===== config.mk =====
export PLATFORM = sky130hd
export DESIGN_NAME = mem_port_arbiter
export DESIGN_NICKNAME = d
export VERILOG_FILES = /design/src/rtl/mem_port_arbiter.sv
export SDC_FILE = /design/constraint.sdc
export NUM_CORES = 1
export LEC_CHECK = 0
export ABC_AREA = 1
export BUFFER_PORTS_ARGS = -buffer_cell sky130_fd_sc_hd__buf_2
export CORE_AREA = 4 4 124 126
export DETAILED_ROUTE_END_ITERATION = 8
export DIE_AREA = 0 0 128 130
export MAX_ROUTING_LAYER = met4
export PLACE_DENSITY = 0.86
export SLEW_MARGIN = 20
export SYNTH_ARGS = -nofsm -noshare
export SYNTH_HDL_FRONTEND = slang
export SYNTH_SLANG_ARGS = --single-unit

===== constraint.sdc =====
create_clock -name clk -period 1.4 [get_ports clk]
set_clock_uncertainty 0.15 [all_clocks]
set_input_delay 0.14 -clock clk [delete_from_list [all_inputs] [get_ports clk]]
set_output_delay 0.14 -clock clk [all_outputs]
set_load 0.05 [all_outputs]

===== src/rtl/mem_port_arbiter.sv =====
// mem_port_arbiter
// Shares one memory port between the instruction-fetch requester and the
// load/store requester. One transaction is in flight at a time. The winning
// request is latched into the mem_* registers and held until mem_ack. The
// read data is then returned to the owner with a one-cycle ready pulse.
// A RESP cycle follows every completion so the requester can drop or change
// its request before the next arbitration. Data accesses win ties. After
// STARVE_LIMIT consecutive data grants taken while fetch was waiting, fetch
// wins the next tie.
//
// Ports
//   clk, rst                      clock, synchronous active-high reset
//   if_req/if_addr                fetch request in
//   if_rdata/if_ready             fetch response out
//   dm_req/dm_we/dm_addr/
//   dm_wdata/dm_wstrb             data request in
//   dm_rdata/dm_ready             data response out
//   mem_req/mem_we/mem_addr/
//   mem_wdata/mem_wstrb           registered memory request out
//   mem_ack/mem_rdata             memory completion in
//   grant                         one-hot owner {data, fetch}, 00 when idle
module mem_port_arbiter #(
  parameter int ADDR_WIDTH   = 32,
  parameter int DATA_WIDTH   = 32,
  parameter int STARVE_LIMIT = 4
) (
  input  logic                    clk,
  input  logic                    rst,
  input  logic                    if_req,
  input  logic [ADDR_WIDTH-1:0]   if_addr,
  output logic [DATA_WIDTH-1:0]   if_rdata,
  output logic                    if_ready,
  input  logic                    dm_req,
  input  logic                    dm_we,
  input  logic [ADDR_WIDTH-1:0]   dm_addr,
  input  logic [DATA_WIDTH-1:0]   dm_wdata,
  input  logic [DATA_WIDTH/8-1:0] dm_wstrb,
  output logic [DATA_WIDTH-1:0]   dm_rdata,
  output logic                    dm_ready,
  output logic                    mem_req,
  output logic                    mem_we,
  output logic [ADDR_WIDTH-1:0]   mem_addr,
  output logic [DATA_WIDTH-1:0]   mem_wdata,
  output logic [DATA_WIDTH/8-1:0] mem_wstrb,
  input  logic                    mem_ack,
  input  logic [DATA_WIDTH-1:0]   mem_rdata,
  output logic [1:0]              grant
);

  localparam int STRB_WIDTH = DATA_WIDTH / 8;
  localparam logic [3:0] STARVE_MAX = 4'(STARVE_LIMIT);

  typedef enum logic [1:0] {
    ST_IDLE   = 2'd0,
    ST_GNT_IF = 2'd1,
    ST_GNT_DM = 2'd2,
    ST_RESP   = 2'd3
  } state_e;

  state_e                  state_q, state_d;
  logic [3:0]              starve_cnt_q, starve_cnt_d;
  logic                    mem_req_q, mem_req_d;
  logic                    mem_we_q, mem_we_d;
  logic [ADDR_WIDTH-1:0]   mem_addr_q, mem_addr_d;
  logic [DATA_WIDTH-1:0]   mem_wdata_q, mem_wdata_d;
  logic [STRB_WIDTH-1:0]   mem_wstrb_q, mem_wstrb_d;
  logic [DATA_WIDTH-1:0]   if_rdata_q, if_rdata_d;
  logic [DATA_WIDTH-1:0]   dm_rdata_q, dm_rdata_d;
  logic                    if_ready_q, if_ready_d;
  logic                    dm_ready_q, dm_ready_d;
  logic [1:0]              grant_q, grant_d;

  // Fetch is starved once the counter reaches the limit while it is waiting.
  logic dm_wins_s;
  assign dm_wins_s = dm_req && !(if_req && (starve_cnt_q == STARVE_MAX));

  // Next-state and next-output computation for the arbiter FSM.
  always_comb begin
    state_d      = state_q;
    starve_cnt_d = starve_cnt_q;
    mem_req_d    = mem_req_q;
    mem_we_d     = mem_we_q;
    mem_addr_d   = mem_addr_q;
    mem_wdata_d  = mem_wdata_q;
    mem_wstrb_d  = mem_wstrb_q;
    if_rdata_d   = if_rdata_q;
    dm_rdata_d   = dm_rdata_q;
    if_ready_d   = 1'b0;
    dm_ready_d   = 1'b0;
    grant_d      = grant_q;

    case (state_q)
      ST_IDLE: begin
        grant_d = 2'b00;
        if (dm_wins_s) begin
          state_d     = ST_GNT_DM;
          mem_req_d   = 1'b1;
          mem_we_d    = dm_we;
          mem_addr_d  = dm_addr;
          mem_wdata_d = dm_wdata;
          mem_wstrb_d = dm_wstrb;
          grant_d     = 2'b10;
          // A data win with fetch waiting implies the counter is below the
          // limit, so a plain increment never overshoots.
          if (if_req) begin
            starve_cnt_d = starve_cnt_q + 4'd1;
          end else begin
            starve_cnt_d = 4'd0;
          end
        end else if (if_req) begin
          state_d      = ST_GNT_IF;
          mem_req_d    = 1'b1;
          mem_we_d     = 1'b0;
          mem_addr_d   = if_addr;
          mem_wdata_d  = '0;
          mem_wstrb_d  = '0;
          grant_d      = 2'b01;
          starve_cnt_d = 4'd0;
        end else begin
          state_d = ST_IDLE;
        end
      end
      ST_GNT_IF: begin
        if (mem_ack) begin
          if_rdata_d = mem_rdata;
          mem_req_d  = 1'b0;
          if_ready_d = 1'b1;
          state_d    = ST_RESP;
        end else begin
          state_d = ST_GNT_IF;
        end
      end
      ST_GNT_DM: begin
        if (mem_ack) begin
          dm_rdata_d = mem_rdata;
          mem_req_d  = 1'b0;
          dm_ready_d = 1'b1;
          state_d    = ST_RESP;
        end else begin
          state_d = ST_GNT_DM;
        end
      end
      ST_RESP: begin
        // grant keeps the owner for this cycle and clears on the way out.
        state_d = ST_IDLE;
        grant_d = 2'b00;
      end
      default: begin
        state_d   = ST_IDLE;
        mem_req_d = 1'b0;
        grant_d   = 2'b00;
      end
    endcase
  end

  // State and output registers with synchronous reset.
  always_ff @(posedge clk) begin
    if (rst) begin
      state_q      <= ST_IDLE;
      starve_cnt_q <= 4'd0;
      mem_req_q    <= 1'b0;
      mem_we_q     <= 1'b0;
      mem_addr_q   <= '0;
      mem_wdata_q  <= '0;
      mem_wstrb_q  <= '0;
      if_rdata_q   <= '0;
      dm_rdata_q   <= '0;
      if_ready_q   <= 1'b0;
      dm_ready_q   <= 1'b0;
      grant_q      <= 2'b00;
    end else begin
      state_q      <= state_d;
      starve_cnt_q <= starve_cnt_d;
      mem_req_q    <= mem_req_d;
      mem_we_q     <= mem_we_d;
      mem_addr_q   <= mem_addr_d;
      mem_wdata_q  <= mem_wdata_d;
      mem_wstrb_q  <= mem_wstrb_d;
      if_rdata_q   <= if_rdata_d;
      dm_rdata_q   <= dm_rdata_d;
      if_ready_q   <= if_ready_d;
      dm_ready_q   <= dm_ready_d;
      grant_q      <= grant_d;
    end
  end

  assign mem_req   = mem_req_q;
  assign mem_we    = mem_we_q;
  assign mem_addr  = mem_addr_q;
  assign mem_wdata = mem_wdata_q;
  assign mem_wstrb = mem_wstrb_q;
  assign if_rdata  = if_rdata_q;
  assign dm_rdata  = dm_rdata_q;
  assign if_ready  = if_ready_q;
  assign dm_ready  = dm_ready_q;
  assign grant     = grant_q;

endmodule


# [After elaboration in Yosys (flattened, before gate mapping)]
# Index checks and enable logic that the tools add are counted.
[classes] muxes=21 addsub=1 n_mul=0 n_bitwise=2 reduce_logical=14 order_cmp=0 n_eq_ne=6 div=0 shifts=0
[ops] op="two-way mux 32 bit" n=4
[ops] op="two-way mux 4 bit" n=4
[ops] op="two-way mux 1 bit" n=8
[ops] op="one-hot mux 2 bit (4 select lines)" n=1
[ops] op="AND reduction 2 bit" n=3
[ops] op="nonzero test 2 bit" n=3
[ops] op="OR reduction 2 bit" n=3
[ops] op="adder 4 x 1 -> 4 bit, second input constant" n=1
[ops] op="equality test 2 bit, second input constant" n=2
[ops] op="equality test 4 x 3 -> 1 bit, second input constant" n=1
[ops] op="two-way mux 2 bit" n=2
[ops] op="one-hot mux 2 bit (2 select lines)" n=1
[ops] op="!= test 3 bit, second input constant" n=1
[ops] op="AND reduction 3 bit" n=1
[ops] op="equality test 2 x 1 -> 1 bit, second input constant" n=1
[ops] op="logical AND 1 bit" n=2
[ops] op="zero test 2 bit" n=1
[ops] op="!= test 2 x 1 -> 1 bit, second input constant" n=1
[ops] op="inverter 1 bit" n=2
[ops] op="one-hot mux 1 bit (2 select lines)" n=1
[ops] op="zero test 1 bit" n=1
[totals] latch_bits=0 inputBits=138 ramBits=0 reg_bits=144 rom_bits=0 elab_cells=56 out_inout_bits=138 n_memories=0

# [Longest topological paths before layout]
[depth] depth_word=6 ltp_mapped=11 ltp_nobuf=10

# [Worst setup path before layout]
# OpenSTA, ideal clock, no wires.
[synth_path] path_type="register to register" from="register starve_cnt_q[0]" to="register mem_wdata_q[10] (netlist: mem_wdata[10])" t_required_ps=1183 setup_ps=67 n_path_buf=2 arrival_ps=1351 path_stages_with_launch=12 slack_ps=-168 period_less_slack_ps=1568 cell_sequence="dfxtp_1 inv_1 ha_1 nand2_1 inv_2 nand2_4 nand2_8 inv_2 buf_6 buf_6 nand2_2 a21oi_2"
[synth_via] elab_chain_cells=6 word_cells_on_any_way=7 classes_between="eq/ne (1); mux (1); reduce/logical (5)"
[synth_lines] element="start: declaration" line="61" source="logic [3:0] starve_cnt_q, starve_cnt_d;"
[synth_lines] element="start signal: assignment" line="173" source="starve_cnt_q <= starve_cnt_d;"
[synth_lines] element="equality test 4 x 3 -> 1 bit *" line="75" source="assign dm_wins_s = dm_req && !(if_req && (starve_cnt_q == STARVE_MAX));"
[synth_lines] element="logical AND 1 bit *" line="75"
[synth_lines] element="zero test 1 bit *" line="75"
[synth_lines] element="logical AND 1 bit *" line="75"
[synth_lines] element="nonzero test 2 bit (no source line)"
[synth_lines] element="AND reduction 2 bit (no source line)"
[synth_lines] element="end signal: assignment" line="177" source="mem_wdata_q <= mem_wdata_d;"
[synth_lines] element="end: declaration" line="65" source="logic [DATA_WIDTH-1:0] mem_wdata_q, mem_wdata_d;"
# Every way passes the cells marked *; elsewhere a longest branch is shown, timed or not.
# A chain may end at the register's enable or synchronous reset.

# [Worst setup path in the final report]
[layout_path] from="register starve_cnt_q[1]" to="register mem_addr_q[30] (netlist: mem_addr[30])"
[layout_via] elab_chain_cells=6 word_cells_on_any_way=7 classes_between="eq/ne (1); mux (1); reduce/logical (5)"
[layout_lines] element="equality test 4 x 3 -> 1 bit *" line="75"
[layout_lines] element="logical AND 1 bit *" line="75"
[layout_lines] element="zero test 1 bit *" line="75"
[layout_lines] element="logical AND 1 bit *" line="75"
[layout_lines] element="nonzero test 2 bit (no source line)"
[layout_lines] element="AND reduction 2 bit (no source line)"
[layout_lines] element="end signal: assignment" line="176" source="mem_addr_q <= mem_addr_d;"
[layout_lines] element="end: declaration" line="64" source="logic [ADDR_WIDTH-1:0] mem_addr_q, mem_addr_d;"
# Marks and branches as above.

==> flow_metrics.tcl <==
set metrics [dict create \
    status "finished, violations left" \
    violations "setup timing" \
    wl_per_cell_um 19.5 \
    crit_path_top_delay_cell "dfxtp_2" \
    crit_family "simple AND/OR/NAND/NOR gates" \
    synth_flop_cell "dfxtp_1" \
    layout_commonest_cell "buf_2" \
    min_to "starve_cnt_q[1]" \
    worstMarginPinSlew_ns 0.363 \
    drive_gt1_frac 0.434 \
    synth_largest_type_area_fraction 0.489 \
    grt_max_degree 63 \
    reg2reg_from "starve_cnt_q[1]" \
    final_cells 1422 \
    postSynthCellCount 796 \
    clkTransAtPathRegs_ns 0.06 \
    synth_top_area_cell "dfxtp_1" \
    gp_congestion 0.870 \
    h-tree-depth 4 \
    ir_drop_mv 1.02 \
    yosys_warnings 0 \
    die_y_um 130 \
    critPathKind "reg -> reg" \
    cts_num_sinks 144 \
    slew_headroom 0.758 \
    pwr-share-comb 0.414 \
    switching_share 0.412 \
    hp-class "in -> reg" \
    dieArea_sq_mm 0.0166 \
    p_seq_frac 0.299 \
    grt_util_all_layers 0.269 \
    crit_arrival_ns 1.93 \
    endpoint_kind "register" \
    drtIter0Drc 655 \
    cts_root_buffer "clkbuf_16" \
    vias 7689 \
    ys_seq_elements 144 \
    grt_pass1_vias 7222 \
    rsz0062_at_grt "true" \
    grt_pass1_wl_mm 34.6 \
    first_pass_iters 6 \
    avgSynthCellArea_sq_um 7.41 \
    maxCapViolCount 0 \
    num_rows 44 \
    start_util 0.412 \
    intPower_uw 10400 \
    cp_data_required_time_ns 1.55 \
    syn_nets 940 \
    setup_ws_ns -0.376 \
    seq_area_frac_synth 0.489 \
    finalCritPeriodShare 1.27 \
    drc 0 \
    setup_viol 95 \
    rr_worst_depth 11 \
    core_sq_mm 0.0143 \
    hpwlAfterDp_mm 12.5 \
    hold_viol_final 0 \
    final_nets 1367 \
    worstPathMaxFanout 7 \
    r2r_end "mem_addr[30]" \
    drt.antenna.violating_nets 0 \
    worst-path-buf-inv 4 \
    fmax_mhz 563 \
    crit_path_max_incr_delay_ns 0.35 \
    clock_latency_ns 0.42 \
    place.port_buffers 275 \
    synth_edf_count 0 \
    synthTopCellsByArea "dfxtp_1 (49%), nor2_1 (13%), o21ai_0 (8.7%), nand2_1 (6.2%), nand3_1 (5.9%)" \
    power_density_mw_per_mm2 1660 \
    clk_path_buf_depth 2 \
    io_pins 276 \
    tritoncts "done" \
    netlist_area_sq_mm 0.00589 \
    grt.overflow.total 0 \
    cts_buffers 17 \
    cp_common_cell "nand2_8" \
    antenna_found_initial 2 \
    cp-start-kind "register" \
    routed_wl_mm 27.7 \
    fin_hold_ws_ns 0.118 \
    vias_per_cell 5.41 \
    place_inst 1241 \
    mostFrequentLayoutCells "buf_2 (274), nor2_1 (189), dfxtp_1 (140)" \
    area_growth_pct 81.2 \
    path_cells "inv_2 > ha_4 > nand2_4 > inv_4 > nand2_8 > nand2_8 > clkbuf_16 > nand2_2 > nand3_2 > nand2_1 > inv_1" \
    setup_tns_ns -12.55 \
    synth-async-reset-ratio 0 \
    r2r_slack_ns -0.38 \
    min_period_ns 1.78 \
    p_clk_frac 0.287 \
    die-width_um 128 \
    slew_violations 0 \
    synth_cell_types 23 \
    holdPathStages 5 \
    switchingPower_uw 7290 \
    total_leakage_power_uw 0.00527 \
    min_from "dm_req" \
]
[Yosys cell counts (2+ instances only)]
library cell	n
o31ai_1	2
nand2_2	20
inv_2	3
a21oi_2	20
nand2_1	97
o21ai_0	102
dfxtp_1	144
buf_6	5
ha_1	6
a21oi_1	24
nand3_1	69
buf_1	7
nand4_1	2
buf_2	15
buf_4	4
clkbuf_1	25
nor2_1	202
inv_1	44
[kinds of logic after synthesis]
logic type                 count (synthesis)  synth area share
AOI/OAI and AO/OA                        150             0.142
and+or+nand+nor                          393             0.279
buffers and inverters                    103            0.0777
adders and majority gates                  6            0.0127
DFF                                      144             0.489
[how the worst max path moves through the flow]
stage	from	cells past startpoint	to	slack [ns]
floorplan	starve_cnt_q[0]	11	mem_wdata[10]	-0.1
CTS	starve_cnt_q[0]	10	mem_wdata[5]	-0.07
global placement	starve_cnt_q[0]	10	starve_cnt_q[3]	-0.09
global route	starve_cnt_q[1]	11	mem_addr[30]	-0.47
finish	starve_cnt_q[1]	11	mem_addr[30]	-0.38
detailed placement	starve_cnt_q[0]	10	mem_wdata[31]	-0.15
[power groups by stage]
stage / combinational [uW] / sequential (uW) / clock (uW)
after global routing: 7710 / 5350 / 5300
after CTS: 6370 / 5220 / 5130
after detailed placement: 5970 / 5290 / 0
after floorplan: 1920 / 7750 / 0
after global placement: 5880 / 5270 / 0
final: 7320 / 5300 / 5080
[flip-flops by register name (all words and copies together), names as in the netlist]
register / flops
mem_wstrb: 4
if_ready: 1
mem_we: 1
dm_rdata: 32
if_rdata: 32
mem_req: 1
mem_wdata: 32
dm_ready: 1
state_q: 2
mem_addr: 32
grant: 2
starve_cnt_q: 4
[layer usage]
metal	up-vias	routed length [um]	GRT usage
met5	-	0	-
met1	3480	9510	0.286
met2	629	13600	0.446
li1	3407	-	-
met4	0	1680	0.170
met3	173	2880	0.0688
[metrics by stage]
stage | worst slack [ns] | util | cell area, sq um | power, uW
3_3_place_gp | -0.0924 | 0.535 | 7660 | 11200
6_report | -0.376 | 0.746 | 10700 | 17700
2_1_floorplan | -0.0977 | - | 5940 | 9670
3_5_place_dp | -0.146 | 0.535 | 7660 | 11300
5_1_grt | -0.471 | 0.746 | 10700 | 18400
4_1_cts | -0.0698 | 0.683 | 9780 | 16700
[worst reg2reg max path: stages (launching register included)]
cell and delay, ns:
dfxtp_2 0.35, inv_2 0.05, ha_4 0.16, nand2_4 0.07, inv_4 0.05, nand2_8 0.09, nand2_8 0.11, clkbuf_16 0.20
nand2_2 0.07, nand3_2 0.12, nand2_1 0.18, inv_1 0.07
[layout make-up]
type | instances | area [sq um]
clock inverters | 9 | 178
repair buffers | 464 | 3490
multi-input cells | 549 | 3200
inverters | 47 | 201
clock buffers | 22 | 484
well taps | 184 | 230
flip-flops and latches | 144 | 2890
fillers | 876 | 3630
diodes | 3 | 7.51
[repair_timing]
| item | CTS | global route |
|---|---|---|
| pin swaps | 1 | 22 |
| cloned | 0 | 10 |
| gates resized for setup | 43 | 212 |
| buffers inserted | 0 | 1 |
| hold endpoints to repair | 141 | 0 |
| hold buffers | 136 | 0 |
| setup endpoints to repair | 141 | 139 |
Note: power is estimated with default switching activity, not from simulation.
